==> src/rtl/ddr_port_arbiter_if.sv <==
// Bundle of requester-side and ddr_ctrl-side signals around the DDR port arbiter.
// The slave modport is the arbiter's view; the master modport is the environment's view.
interface ddr_port_arbiter_if #(
    parameter int ADDR_W  = 30,
    parameter int BLOCK_W = 256
);
    logic               dc_req;
    logic               dc_write;
    logic [ADDR_W-1:0]  dc_addr;
    logic [BLOCK_W-1:0] dc_wdata;
    logic               dc_ack;

    logic               ic_req;
    logic [ADDR_W-1:0]  ic_addr;
    logic               ic_ack;

    logic               dma_req;
    logic               dma_write;
    logic [ADDR_W-1:0]  dma_addr;
    logic [BLOCK_W-1:0] dma_wdata;
    logic               dma_ack;

    logic [BLOCK_W-1:0] rd_block;

    logic               ram_en;
    logic               ram_write;
    logic [ADDR_W-1:0]  ram_addr;
    logic [BLOCK_W-1:0] ram_wdata;
    logic               ram_rdy;
    logic [BLOCK_W-1:0] ram_block;

    logic [2:0]         grant;
    logic               busy;
    logic               timeout_err;

    modport slave (
        input  dc_req, dc_write, dc_addr, dc_wdata,
        input  ic_req, ic_addr,
        input  dma_req, dma_write, dma_addr, dma_wdata,
        input  ram_rdy, ram_block,
        output dc_ack, ic_ack, dma_ack, rd_block,
        output ram_en, ram_write, ram_addr, ram_wdata,
        output grant, busy, timeout_err
    );

    modport master (
        output dc_req, dc_write, dc_addr, dc_wdata,
        output ic_req, ic_addr,
        output dma_req, dma_write, dma_addr, dma_wdata,
        output ram_rdy, ram_block,
        input  dc_ack, ic_ack, dma_ack, rd_block,
        input  ram_en, ram_write, ram_addr, ram_wdata,
        input  grant, busy, timeout_err
    );
endinterface

==> src/rtl/ddr_port_arbiter.sv <==
// Round-robin arbiter sharing one ddr_ctrl block port between data cache, instruction
// cache and DMA; latches the winner's transaction and sequences the ram_en/ram_rdy handshake.
module ddr_port_arbiter #(
    parameter int ADDR_W         = 30,
    parameter int BLOCK_W        = 256,
    parameter int TIMEOUT_CYCLES = 4096
) (
    input logic              clk,
    input logic              rst,
    ddr_port_arbiter_if.slave bus
);

    typedef enum logic [1:0] {
        ST_IDLE = 2'd0,
        ST_WAIT = 2'd1,
        ST_DONE = 2'd2
    } state_e;

    localparam logic        TIMEOUT_EN  = (TIMEOUT_CYCLES != 0);
    localparam logic [15:0] TIMEOUT_LIM = 16'(TIMEOUT_CYCLES);
    localparam logic [2:0]  G_DC        = 3'b001;
    localparam logic [2:0]  G_IC        = 3'b010;
    localparam logic [2:0]  G_DMA       = 3'b100;

    state_e             state_q, state_d;
    logic [2:0]         ptr_q, ptr_d;
    logic [2:0]         grant_q, grant_d;
    logic [15:0]        cnt_q, cnt_d;
    logic               ram_en_q, ram_en_d;
    logic               ram_write_q, ram_write_d;
    logic [ADDR_W-1:0]  ram_addr_q, ram_addr_d;
    logic [BLOCK_W-1:0] ram_wdata_q, ram_wdata_d;
    logic [BLOCK_W-1:0] rd_block_q, rd_block_d;
    logic [2:0]         ack_q, ack_d;
    logic               busy_q, busy_d;
    logic               timeout_err_q, timeout_err_d;

    logic [2:0]         req_s;
    logic [2:0]         win_s;

    // Pick the first requester after the last winner in the cyclic order dc -> ic -> dma.
    function automatic logic [2:0] rr_pick(input logic [2:0] req, input logic [2:0] last);
        logic [2:0] pick;
        pick = 3'b000;
        case (last)
            G_DC: begin
                if (req[1])      pick = G_IC;
                else if (req[2]) pick = G_DMA;
                else if (req[0]) pick = G_DC;
                else             pick = 3'b000;
            end
            G_IC: begin
                if (req[2])      pick = G_DMA;
                else if (req[0]) pick = G_DC;
                else if (req[1]) pick = G_IC;
                else             pick = 3'b000;
            end
            default: begin
                if (req[0])      pick = G_DC;
                else if (req[1]) pick = G_IC;
                else if (req[2]) pick = G_DMA;
                else             pick = 3'b000;
            end
        endcase
        return pick;
    endfunction

    assign req_s = {bus.dma_req, bus.ic_req, bus.dc_req};
    assign win_s = rr_pick(req_s, ptr_q);

    // State and datapath registers; reset abandons any in-flight transaction.
    always_ff @(posedge clk or negedge rst) begin
        if (!rst) begin
            state_q       <= ST_IDLE;
            ptr_q         <= G_DMA;
            grant_q       <= 3'b000;
            cnt_q         <= 16'd0;
            ram_en_q      <= 1'b0;
            ram_write_q   <= 1'b0;
            ram_addr_q    <= '0;
            ram_wdata_q   <= '0;
            rd_block_q    <= '0;
            ack_q         <= 3'b000;
            busy_q        <= 1'b0;
            timeout_err_q <= 1'b0;
        end else begin
            state_q       <= state_d;
            ptr_q         <= ptr_d;
            grant_q       <= grant_d;
            cnt_q         <= cnt_d;
            ram_en_q      <= ram_en_d;
            ram_write_q   <= ram_write_d;
            ram_addr_q    <= ram_addr_d;
            ram_wdata_q   <= ram_wdata_d;
            rd_block_q    <= rd_block_d;
            ack_q         <= ack_d;
            busy_q        <= busy_d;
            timeout_err_q <= timeout_err_d;
        end
    end

    // Next-state logic.
    always_comb begin
        state_d = state_q;
        case (state_q)
            ST_IDLE: begin
                if (win_s != 3'b000) state_d = ST_WAIT;
                else                 state_d = ST_IDLE;
            end
            ST_WAIT: begin
                if (bus.ram_rdy) state_d = ST_DONE;
                else             state_d = ST_WAIT;
            end
            ST_DONE: state_d = ST_IDLE;
            default: state_d = ST_IDLE;
        endcase
    end

    // Output and datapath next values; acks default low so they pulse for one cycle.
    always_comb begin
        ptr_d         = ptr_q;
        grant_d       = grant_q;
        cnt_d         = cnt_q;
        ram_en_d      = ram_en_q;
        ram_write_d   = ram_write_q;
        ram_addr_d    = ram_addr_q;
        ram_wdata_d   = ram_wdata_q;
        rd_block_d    = rd_block_q;
        ack_d         = 3'b000;
        timeout_err_d = timeout_err_q;
        busy_d        = (state_d != ST_IDLE);
        case (state_q)
            ST_IDLE: begin
                if (win_s != 3'b000) begin
                    case (win_s)
                        G_DC: begin
                            ram_addr_d  = bus.dc_addr;
                            ram_write_d = bus.dc_write;
                            ram_wdata_d = bus.dc_wdata;
                        end
                        G_IC: begin
                            ram_addr_d  = bus.ic_addr;
                            ram_write_d = 1'b0;
                        end
                        G_DMA: begin
                            ram_addr_d  = bus.dma_addr;
                            ram_write_d = bus.dma_write;
                            ram_wdata_d = bus.dma_wdata;
                        end
                        default: begin
                            ram_addr_d  = ram_addr_q;
                        end
                    endcase
                    ram_en_d = 1'b1;
                    grant_d  = win_s;
                    ptr_d    = win_s;
                    cnt_d    = 16'd0;
                end else begin
                    ram_en_d = 1'b0;
                end
            end
            ST_WAIT: begin
                if (cnt_q != 16'hFFFF) cnt_d = cnt_q + 16'd1;
                else                   cnt_d = cnt_q;
                if (bus.ram_rdy) begin
                    ram_en_d = 1'b0;
                    ack_d    = grant_q;
                    if (!ram_write_q) rd_block_d = bus.ram_block;
                    else              rd_block_d = rd_block_q;
                end else if (TIMEOUT_EN && (cnt_d >= TIMEOUT_LIM)) begin
                    timeout_err_d = 1'b1;
                end else begin
                    timeout_err_d = timeout_err_q;
                end
            end
            ST_DONE: begin
                grant_d = 3'b000;
            end
            default: begin
                grant_d  = 3'b000;
                ram_en_d = 1'b0;
            end
        endcase
    end

    assign bus.ram_en      = ram_en_q;
    assign bus.ram_write   = ram_write_q;
    assign bus.ram_addr    = ram_addr_q;
    assign bus.ram_wdata   = ram_wdata_q;
    assign bus.rd_block    = rd_block_q;
    assign bus.dc_ack      = ack_q[0];
    assign bus.ic_ack      = ack_q[1];
    assign bus.dma_ack     = ack_q[2];
    assign bus.grant       = grant_q;
    assign bus.busy        = busy_q;
    assign bus.timeout_err = timeout_err_q;

endmodule

==> src/flat_wrapper.sv <==
// flat-port wrapper written by rule: the top's interface ports become plain ports
module ddr_port_arbiter_flat 
#(
    parameter int ADDR_W         = 30,
    parameter int BLOCK_W        = 256,
    parameter int TIMEOUT_CYCLES = 4096
)
  (clk, rst, bus_dc_req, bus_dc_write, bus_dc_addr, bus_dc_wdata, bus_ic_req, bus_ic_addr, bus_dma_req, bus_dma_write, bus_dma_addr, bus_dma_wdata, bus_ram_rdy, bus_ram_block, bus_dc_ack, bus_ic_ack, bus_dma_ack, bus_rd_block, bus_ram_en, bus_ram_write, bus_ram_addr, bus_ram_wdata, bus_grant, bus_busy, bus_timeout_err);
  ddr_port_arbiter_if #(.ADDR_W(ADDR_W), .BLOCK_W(BLOCK_W)) bus_i ();
  input logic clk;
  input logic rst;
  input wire logic [$bits(bus_i.dc_req)-1:0] bus_dc_req;
  input wire logic [$bits(bus_i.dc_write)-1:0] bus_dc_write;
  input wire logic [$bits(bus_i.dc_addr)-1:0] bus_dc_addr;
  input wire logic [$bits(bus_i.dc_wdata)-1:0] bus_dc_wdata;
  input wire logic [$bits(bus_i.ic_req)-1:0] bus_ic_req;
  input wire logic [$bits(bus_i.ic_addr)-1:0] bus_ic_addr;
  input wire logic [$bits(bus_i.dma_req)-1:0] bus_dma_req;
  input wire logic [$bits(bus_i.dma_write)-1:0] bus_dma_write;
  input wire logic [$bits(bus_i.dma_addr)-1:0] bus_dma_addr;
  input wire logic [$bits(bus_i.dma_wdata)-1:0] bus_dma_wdata;
  input wire logic [$bits(bus_i.ram_rdy)-1:0] bus_ram_rdy;
  input wire logic [$bits(bus_i.ram_block)-1:0] bus_ram_block;
  output wire logic [$bits(bus_i.dc_ack)-1:0] bus_dc_ack;
  output wire logic [$bits(bus_i.ic_ack)-1:0] bus_ic_ack;
  output wire logic [$bits(bus_i.dma_ack)-1:0] bus_dma_ack;
  output wire logic [$bits(bus_i.rd_block)-1:0] bus_rd_block;
  output wire logic [$bits(bus_i.ram_en)-1:0] bus_ram_en;
  output wire logic [$bits(bus_i.ram_write)-1:0] bus_ram_write;
  output wire logic [$bits(bus_i.ram_addr)-1:0] bus_ram_addr;
  output wire logic [$bits(bus_i.ram_wdata)-1:0] bus_ram_wdata;
  output wire logic [$bits(bus_i.grant)-1:0] bus_grant;
  output wire logic [$bits(bus_i.busy)-1:0] bus_busy;
  output wire logic [$bits(bus_i.timeout_err)-1:0] bus_timeout_err;
  assign bus_i.dc_req = bus_dc_req;
  assign bus_i.dc_write = bus_dc_write;
  assign bus_i.dc_addr = bus_dc_addr;
  assign bus_i.dc_wdata = bus_dc_wdata;
  assign bus_i.ic_req = bus_ic_req;
  assign bus_i.ic_addr = bus_ic_addr;
  assign bus_i.dma_req = bus_dma_req;
  assign bus_i.dma_write = bus_dma_write;
  assign bus_i.dma_addr = bus_dma_addr;
  assign bus_i.dma_wdata = bus_dma_wdata;
  assign bus_i.ram_rdy = bus_ram_rdy;
  assign bus_i.ram_block = bus_ram_block;
  assign bus_dc_ack = bus_i.dc_ack;
  assign bus_ic_ack = bus_i.ic_ack;
  assign bus_dma_ack = bus_i.dma_ack;
  assign bus_rd_block = bus_i.rd_block;
  assign bus_ram_en = bus_i.ram_en;
  assign bus_ram_write = bus_i.ram_write;
  assign bus_ram_addr = bus_i.ram_addr;
  assign bus_ram_wdata = bus_i.ram_wdata;
  assign bus_grant = bus_i.grant;
  assign bus_busy = bus_i.busy;
  assign bus_timeout_err = bus_i.timeout_err;
  ddr_port_arbiter #(.ADDR_W(ADDR_W), .BLOCK_W(BLOCK_W), .TIMEOUT_CYCLES(TIMEOUT_CYCLES)) u_core (.clk(clk), .rst(rst), .bus(bus_i));
endmodule
==> config.mk <==
export PLATFORM = sky130hd
export DESIGN_NAME = ddr_port_arbiter_flat
export DESIGN_NICKNAME = d
export VERILOG_FILES = /design/src/rtl/ddr_port_arbiter_if.sv /design/src/rtl/ddr_port_arbiter.sv /design/src/flat_wrapper.sv
export SDC_FILE = /design/constraint.sdc
export NUM_CORES = 1
export LEC_CHECK = 0
export ABC_AREA = 1
export CORE_AREA = 2 2 547 549
export CTS_CLUSTER_SIZE = 16
export DETAILED_ROUTE_END_ITERATION = 10
export DIE_AREA = 0 0 549 551
export PLACE_DENSITY_LB_ADDON = 0.12
export SKIP_CTS_REPAIR_TIMING = 1
export SLEW_MARGIN = 20
export SYNTH_ARGS = -nofsm -noshare
export SYNTH_HDL_FRONTEND = slang
export SYNTH_SLANG_ARGS = --single-unit
==> constraint.sdc <==
create_clock -name clk -period 3.45 [get_ports clk]
set_clock_uncertainty 0.1 [all_clocks]
set_input_delay 0.69 -clock clk [delete_from_list [all_inputs] [get_ports clk]]
set_output_delay 0.69 -clock clk [all_outputs]
set_load 0.005 [all_outputs]
==> results <==
- Each instance of the synthesized netlist takes up on average 10.2 sq um.
- The critical path start-end classification is reg2out.
- Clock latency on the worst-skew pair, taken at its later pin, is 780 ps.
- The number of H-tree levels is 3.
- The cell count after synthesis came out at 2,471.
- The iteration count of the initial detailed-routing pass is 5.
- The worst setup path is launched from a flip-flop.
- The timing-limited maximum frequency is 355 MHz.
- The pre-CTS setup slack is 386 ps.
- The power per unit of standard cell area is 852 mW/mm^2.
- The tree is rooted in a sky130_fd_sc_hd__clkbuf_16.
- The floorplan step defined a die boundary enclosing 0.302 sq mm.
- The library cell contributing the largest single delay on the critical path is sky130_fd_sc_hd__clkdlybuf4s50_1.
- The final layout contains routed wiring with a total length of 191 mm.
- The maximum number of pins on one net before global-route repair is 98.
- The via count of the first global-routing pass is 25,500.
- The number of synthesized register bits is 573.
- The congestion estimate from routability-driven global placement came to 0.774.
- The worst path setup slack after routing is 630 ps.
- The number of library cell types mapped by synthesis is 34.
- The largest single stage delay on the critical path is 900 ps.
- The tool flagged a number of max-cap violations equal to 0.
- The number of clock buffers added by TritonCTS is 94.
- At the end of the flow the core is filled with cells to 0.160.
- The final layout contains 4,780 nets.
- Clock-pin slew was measured on the worst setup and hold paths at 50 ps.
- From bottom edge to top edge, the die measures 551 microns.
- The floorplan has 200 rows.
- The starting utilization of the core area is 0.0848.
- Leaving out fill and tap cells, the most frequent cells in the layout are 1,416 x sky130_fd_sc_hd__clkdlybuf4s50_1, 572 x sky130_fd_sc_hd__dfrtp_1, 566 x sky130_fd_sc_hd__nand2_1.
- The layout cell share with drive strength beyond 1 is 0.187.
- The total negative slack is 0 ps.
- The total overflow reported by the global router is 0.
- Counting I/O delays and the setup requirement, the final critical path takes 2820 ps.
- At the pin with the least slew margin, the transition time is 699 ps.
- The count of final hold-check violations was 0.
- The number of antenna-violating nets in the routed design is 0.
- The routed layout has 23,500 vias.
- Along the worst path, the maximum fanout reaches 2.
- In the global route stage, overall resource usage came out at 0.122.
- The initial antenna violation count is 84.
- Synthesis produced a netlist with a net count of 3,338.
- The run finished with clean final reports.
- The final-report max-slew violation count came to 0.
- The number of primary I/O pins is 1,418.
- The initial detailed-routing violation count is 906.
- The leakage power of the design is 19.0 nW.
- The routed via count divided by cell count is 2.96.
- The CTS tree is done.
- The post-synthesis instance area is 0.0251 sq mm.
- Traced cell by cell, the critical path runs through clkdlybuf4s50_1.
- The worst hold path belongs to the class in2async.
- The most frequent standard cell in the layout excluding fill and tap cells is sky130_fd_sc_hd__clkdlybuf4s50_1.
- Relative to the synthesized area, the layout overhead comes to 88.7%.
- The first global-routing pass estimated 248 mm of wire.
- The region available for standard cell placement spans 0.296 sq mm.
- The worst slew margin relative to its limit is 0.534.
- The worst endpoint required time is 2660 ps.
- The endpoint kind of the worst setup timing path is an output port.
- The average wire length per cell after detail routing is 24.0 microns.
- The total clock sinks is 573.
- For this run, design rule violations remaining after detail routing come to 0.
- The peak ir drop on the vdd network is 372 uV.
- Counting both buffers and inverters, the worst setup path holds a total of 1.
- Setup repair after global routing left no endpoint under its margin.
- Of the available clock period, the critical path in the final layout requires 0.817.
- The synthesis warning total is 0.
- STA puts the critical path data arrival time at 2030 ps.
- The cell family with the largest share of critical-path delay is buffers and inverters.
- The count of endpoints failing setup in the final report is 0.
- From left edge to right edge, the die measures 549 microns.
- Total power for the finished layout comes to 40.4 mW.
- Input and output buffers added on the ports amount to 1,417.
- The HPWL after detailed placement is 158 mm.
- The sequential element share of the synthesized area is 0.570.
- The clock passes through at most 4 buffers.
logic make-up after synthesis:
family,Yosys count,share of synthesized area
mux,256,0.115
buf+inv,218,0.0441
fa+ha+maj,1,0.000498
xor+xnor,10,0.00348
compound gates,538,0.107
flops,573,0.570
simple gates,875,0.159
Yosys cell counts (all sizes together):
cell type | instances | area share
a21oi | 1 | 0.00020
a31oi | 1 | 0.00025
buf | 73 | 0.022
clkbuf | 84 | 0.013
clkinv | 1 | 0.00015
dfrtp | 572 | 0.57
dfstp | 1 | 0.0010
ha | 1 | 0.00050
inv | 60 | 0.0092
mux2 | 256 | 0.11
nand2 | 571 | 0.086
nand3 | 11 | 0.0022
nand4 | 7 | 0.0020
nor2 | 28 | 0.0047
nor3 | 2 | 0.00060
o21ai | 535 | 0.11
o32ai | 1 | 0.00035
or2 | 256 | 0.064
xnor2 | 1 | 0.00035
xor2 | 9 | 0.0031
registers in the layout, indices dropped and copies added, names as in the netlist:
signal / flops
u_core.bus.busy: 1
u_core.bus.ram_en: 1
u_core.bus.ram_addr: 30
u_core.bus.ram_write: 1
u_core.cnt_q: 16
u_core.ptr_q: 3
u_core.bus.grant: 3
u_core.state_q: 2
u_core.bus.ram_wdata: 256
u_core.bus.rd_block: 256
u_core.ack_q: 3
u_core.bus.timeout_err: 1
where the power goes:
part	total, mW	leakage (nW)	switching, mW	internal [mW]
clock network	9.59	1.47	3.84	5.74
logic	18.5	10.5	9.02	9.52
registers	12.3	6.96	2.25	10.1
total	40.4	19.0	15.1	25.3
worst paths after layout:
check                      slack (ps)  depth (start not counted)                                    end                                  from
min in group clk                  370                          2     u_core.bus.timeout_err$_DFFE_PN0P_    u_core.bus.timeout_err$_DFFE_PN0P_
hold / removal                    270                          2   u_core.bus.rd_block[241]$_DFFE_PN0P_                                   rst
setup reg to reg                 1110                         10  u_core.bus.ram_wdata[249]$_DFFE_PN0P_           u_core.ptr_q[2]$_DFFE_PN1P_
max in group asynchronous        1940                          4  u_core.bus.ram_wdata[181]$_DFFE_PN0P_                                   rst
setup / recovery                  630                          1                      bus_ram_wdata[37]  u_core.bus.ram_wdata[37]$_DFFE_PN0P_
hold reg to reg                   370                          2     u_core.bus.timeout_err$_DFFE_PN0P_    u_core.bus.timeout_err$_DFFE_PN0P_
cell type report:
type / instances / area (sq um)
clock buffers: 145 / 2800
flip-flops and latches: 573 / 14300
repair buffers: 1503 / 15200
well taps: 3939 / 4930
diodes: 24 / 60.1
inverters: 61 / 241
multi-input cells: 1680 / 9710
fillers: 33300 / 249000
clock inverters: 16 / 194
metal layers:
layer	GRT usage	vias up	routed length, microns
met5	0	-	479
met4	0.0288	72	4350
met3	0.0688	252	23700
met2	0.212	1049	93200
met1	0.126	11000	69100
li1	-	11100	-
through the flow:
| stage | instance area [sq um] | instances | hold WS, ps |
|---|---|---|---|
| 2_1_floorplan | 25100 | 2471 | 294 |
| 3_3_place_gp | 44400 | 7755 | 356 |
| 3_5_place_dp | 44400 | 7755 | 361 |
| 4_1_cts | 47400 | 7916 | -389 |
| 5_1_grt | 47400 | 7920 | 244 |
| 6_report | 47400 | 7941 | 272 |
No activity file was read; power rests on OpenSTA's default activity.
